## config.mk

```make
export PLATFORM = sky130hd
export DESIGN_NAME = data_cache
export DESIGN_NICKNAME = d
export VERILOG_FILES = /design/src/rtl/data_cache.sv
export SDC_FILE = /design/constraint.sdc
export NUM_CORES = 2
export LEC_CHECK = 0
export CAP_MARGIN = 20
export CORE_MARGIN = 4
export CORE_UTILIZATION = 42
export DETAILED_ROUTE_END_ITERATION = 6
export PLACE_DENSITY = 0.64
export SYNTH_ARGS = -nofsm -noshare
export SYNTH_HDL_FRONTEND = slang
export SYNTH_SLANG_ARGS = --single-unit
```

## constraint.sdc

```tcl
create_clock -name clock -period 18.64 [get_ports clock]
set_input_delay 1.864 -clock clock [delete_from_list [all_inputs] [get_ports clock]]
set_output_delay 1.864 -clock clock [all_outputs]
set_load 0.02 [all_outputs]
```

## src/rtl/data_cache.sv

```systemverilog
// Direct-mapped write-back, write-allocate data cache in front of data_memory.
// Ports: CPU word side (read/write/address/writedata/readdata/busywait), memory block side (mem_*).
module data_cache #(
    parameter int LINES = 8
) (
    input  logic         clock,
    input  logic         reset,
    input  logic         read,
    input  logic         write,
    input  logic [31:0]  address,
    input  logic [31:0]  writedata,
    output logic [31:0]  readdata,
    output logic         busywait,
    output logic         mem_read,
    output logic         mem_write,
    output logic [27:0]  mem_address,
    output logic [127:0] mem_writedata,
    input  logic [127:0] mem_readdata,
    input  logic         mem_busywait
);

    localparam int IDX  = $clog2(LINES);
    localparam int TAGW = 28 - IDX;

    typedef enum logic [1:0] {
        IDLE,
        WRITE_BACK,
        MEM_READ,
        UPDATE
    } state_t;

    state_t state;

    logic [LINES-1:0] valid;
    logic [LINES-1:0] dirty;
    logic [TAGW-1:0]  tags [LINES];
    logic [127:0]     data [LINES];
    logic [127:0]     fill;
    logic             issued;

    logic [IDX-1:0]  idx;
    logic [TAGW-1:0] tag;
    logic [1:0]      word;
    logic [6:0]      wofs;
    logic            req;
    logic            hit;
    logic            done;
    logic            unused_addr;

    assign idx  = address[3+IDX:4];
    assign tag  = address[31:4+IDX];
    assign word = address[3:2];
    assign wofs = {word, 5'b0};
    assign req  = read | write;
    assign hit  = valid[idx] && (tags[idx] == tag);

    // A memory state may only finish once the request has been visible for
    // a full cycle, so a memory that raises busywait late is not mistaken
    // for an instant completion.
    assign done = issued && !mem_busywait;

    assign busywait = req && !(state == IDLE && hit);
    assign readdata = (state == IDLE && hit) ? data[idx][wofs +: 32] : '0;

    assign unused_addr = ^address[1:0];

    always_ff @(posedge clock) begin
        if (reset) begin
            state         <= IDLE;
            valid         <= '0;
            dirty         <= '0;
            issued        <= 1'b0;
            mem_read      <= 1'b0;
            mem_write     <= 1'b0;
            mem_address   <= '0;
            mem_writedata <= '0;
        end else begin
            unique case (state)
                IDLE: begin
                    if (req) begin
                        if (hit) begin
                            if (write) begin
                                data[idx][wofs +: 32] <= writedata;
                                dirty[idx]            <= 1'b1;
                            end
                        end else if (valid[idx] && dirty[idx]) begin
                            state         <= WRITE_BACK;
                            mem_write     <= 1'b1;
                            mem_address   <= {tags[idx], idx};
                            mem_writedata <= data[idx];
                        end else begin
                            state       <= MEM_READ;
                            mem_read    <= 1'b1;
                            mem_address <= address[31:4];
                        end
                    end
                end
                WRITE_BACK: begin
                    issued <= 1'b1;
                    if (done) begin
                        issued      <= 1'b0;
                        dirty[idx]  <= 1'b0;
                        mem_write   <= 1'b0;
                        mem_read    <= 1'b1;
                        mem_address <= address[31:4];
                        state       <= MEM_READ;
                    end
                end
                MEM_READ: begin
                    issued <= 1'b1;
                    if (done) begin
                        issued   <= 1'b0;
                        mem_read <= 1'b0;
                        fill     <= mem_readdata;
                        state    <= UPDATE;
                    end
                end
                UPDATE: begin
                    data[idx]  <= fill;
                    tags[idx]  <= tag;
                    valid[idx] <= 1'b1;
                    dirty[idx] <= 1'b0;
                    state      <= IDLE;
                end
            endcase
        end
    end

endmodule

```

==> qor.csv <==
stage,metric,value,unit
outcome,status,"finished, violations left",
outcome,violations,DRC,
global_routing,grt_use_total,0.269,
timing,tightest_slew,1.33,ns
routing,drc,1,
global_routing,antenna_found_initial,17,
timing,finalClockSkew,0.0358,ns
routing,viasPerCell,6.31,
setup_path,end_kind,primary output,
power,intPower,5.75,mW
synthesis,async_flop_share,0,
floorplan,io_pins,388,
global_routing,grt_pass1_wl,268000,um
routing,ant_nets,0,
power,pwr-share-comb,0.087,
place,io_buffers,385,
layout,stdcell_count,5715,
power,p_sw_frac,0.237,
routing,avgRoutedWirePerCell,34.5,um
layout,drive_above_1_share,0.143,
timing,max-slew-margin-rel,0.114,
cts,postCtsSetupRepairBufs,0,
synthesis,seq_area_frac_synth,0.762,
setup_path,crit_type,in -> out,
timing,rsz0062_at_grt,no,
cts,htree_levels,4,
setup_path,arrival,7.47,ns
layout,multi_input_area,0.0131,mm2
layout,final_common_cell,edfxtp_1,
floorplan,fp.dieH,379,um
hold_path,hp-start,valid[3],
timing,fmax,107,MHz
cts,cts_tree,done,
timing,finalSetupViolCount,0,
power,sequentialPowerShare,0.509,
routing,wl,197000,um
place,dpl.hpwl,120000,um
place,gp_congestion,0.840,
timing,fin_crit,9.33,ns
synthesis,netlist_area,0.0579,mm2
timing,min_period_over_period,0.501,
cts,cts_inserted_buffers,156,
floorplan,die_area,0.144,mm2
place,placed_cells_incl_taps,5415,
cts,cts_hold_buffers,0,
cts,clk_pin_slew,0.06,ns
synthesis,avgSynthCellArea,17.2,um2
hold_path,hold_class,reg -> reg,
floorplan,core,0.136,mm2
routing,drt-pass1-iter-count,7,
run,maxCapViolCount,0,
layout,final_util,0.509,
power,vdd_drop_max,88.9,uV
global_routing,grt_pass1_vias,33700,
setup_path,startpoint_type,primary input,
setup_path,critical_path.max_fanout,58,
routing,first_iter_violations,4774,
setup_path,r2r-end,data[2][25],
synthesis,syn_nets,3583,
layout,final_cell_mix,"1352 x edfxtp_1, 380 x clkdlybuf4s50_1, 217 x a22oi_1",
timing,fin_ws,9.31,ns
routing,via_count,36037,
layout,areaGrowthSynthToFinish,19.6,%
cts,cts_resized,0,
hold_path,whs_endpoint,valid[3],
timing,slew_viol_final,0,
setup_path,r2r-start,tags[6][0],
synthesis,ys_seq_elements,1529,
setup_path,cp_data_required_time,16.78,ns
floorplan,start_util,0.425,
place,place_ws,9.42,ns
floorplan,die_w,379,um
setup_path,regToRegSetupSlack,13.06,ns
timing,final-hold-violation-count,0,
synthesis,postSynthCellCount,3376,
cts,ctsRootBufferMaster,clkbuf_16,
global_routing,grt_max_degree,101,
synthesis,synthDistinctLibCells,63,
power,leakagePower,22.1,nW
layout,nets,4001,
synthesis,ys_warn_count,0,
layout,ff_latch_area,0.0441,mm2
hold_path,hold_depth,1,
synthesis,synth_edf_count,1352,
cts,insertion_delay,0.79,ns
power,switchingPower,1.79,mW
power,cellPowerDensity,109,mW/mm2
timing,fin_tns_setup,0,ns
cts,cts_max_path_buffers,3,
layout,nFillCells,11109,
floorplan,row_count,135,
global_routing,gr-total-overflow,0,
setup_path,worst-r2r-cell-count,10,
synthesis,synth_ff_type,edfxtp_1,
cts,clock_sinks,1529,
power,pwr-share-clk,0.404,
sequential cells by signal, summed over array words and instances, names as in the netlist, named ones only:
name / flops
mem_write: 1
mem_address: 28
fill: 128
state: 2
data: 1024
mem_writedata: 128
tags: 200
valid: 8
issued: 1
mem_read: 1
worst max-delay path: stages:
cell and delay, ns:
buf_6 0.27, buf_4 0.65, nand2_1 0.61, nor2_4 0.87, buf_4 0.93, a22o_1 0.27
a221oi_1 0.05, and3_1 0.38, mux4_2 0.60, nor2_1 0.14, clkdlybuf4s50_1 0.66
per-layer routing:
layer / GRT usage / share of wire / up-vias
met5: 0.00515 / 0.00090 / -
met2: 0.398 / 0.45 / 2528
met4: 0.118 / 0.044 / 16
met1: 0.368 / 0.38 / 18475
met3: 0.0811 / 0.13 / 394
li1: - / - / 14624
layout make-up:
type | instances | share of cell area
Tap cell | 1781 | 0.0322
Inverter | 14 | 0.000759
Sequential cell | 1529 | 0.637
Antenna cell | 15 | 0.000542
Timing Repair Buffer | 491 | 0.0674
Clock inverter | 80 | 0.0106
Clock buffer | 203 | 0.0613
Multi-Input combinational cell | 1602 | 0.190
cells by family (layout without fill, tap and decap cells):
logic type | count (synthesis) | after routing | share of synthesized area
compound gates | 822 | 822 | 0.109
xor+xnor | 15 | 15 | 0.00227
mux | 274 | 274 | 0.0678
fa+ha+maj | 10 | 10 | 0.00216
simple gates | 481 | 481 | 0.0390
buf+inv | 245 | 788 | 0.0174
flops | 1529 | 1529 | 0.762
other cells | 0 | 15 | 0
power groups by stage:
stage | registers (mW) | logic, mW | clock network (mW)
3_5_place_dp | 3.91 | 0.646 | 0
4_1_cts | 3.84 | 0.649 | 3.07
5_1_grt | 3.84 | 0.685 | 3.21
3_3_place_gp | 3.91 | 0.641 | 0
2_1_floorplan | 3.93 | 0.300 | 0
6_report | 3.84 | 0.659 | 3.04
worst max-delay path by stage:
stage	depth (start not counted)	startpoint	to
after floorplan	3	reset	fill[0]
after global placement	11	address[5]	readdata[6]
after detailed placement	11	address[5]	readdata[6]
after CTS	11	address[5]	readdata[6]
after global routing	11	address[6]	readdata[18]
final	11	address[5]	readdata[6]
per-stage QoR:
| stage | area [um2] | power (mW) | hold WS, ns |
|---|---|---|---|
| floorplan | 57900 | 4.23 | 0.421 |
| global placement | 64200 | 4.55 | 0.427 |
| detailed placement | 64200 | 4.56 | 0.436 |
| CTS | 69200 | 7.56 | 0.450 |
| global route | 69200 | 7.74 | 0.467 |
| finish | 69200 | 7.54 | 0.447 |
Yosys cell counts (17+ instances only):
cell type | count | area, um2
nor2_1 | 261 | 980
dfxtp_1 | 177 | 3540
a211oi_1 | 115 | 863
and3_1 | 41 | 257
nor3_1 | 17 | 85.1
a21oi_1 | 76 | 380
nand2_1 | 66 | 248
mux2i_1 | 120 | 1200
buf_1 | 29 | 109
mux4_2 | 88 | 1980
o21ai_0 | 29 | 145
buf_2 | 50 | 250
mux2_2 | 65 | 732
a22oi_1 | 217 | 1630
a221oi_1 | 103 | 902
a22o_1 | 161 | 1410
edfxtp_1 | 1352 | 40600
o22ai_1 | 18 | 113
clkbuf_1 | 146 | 548
No activity file was read; power rests on OpenSTA's default activity.
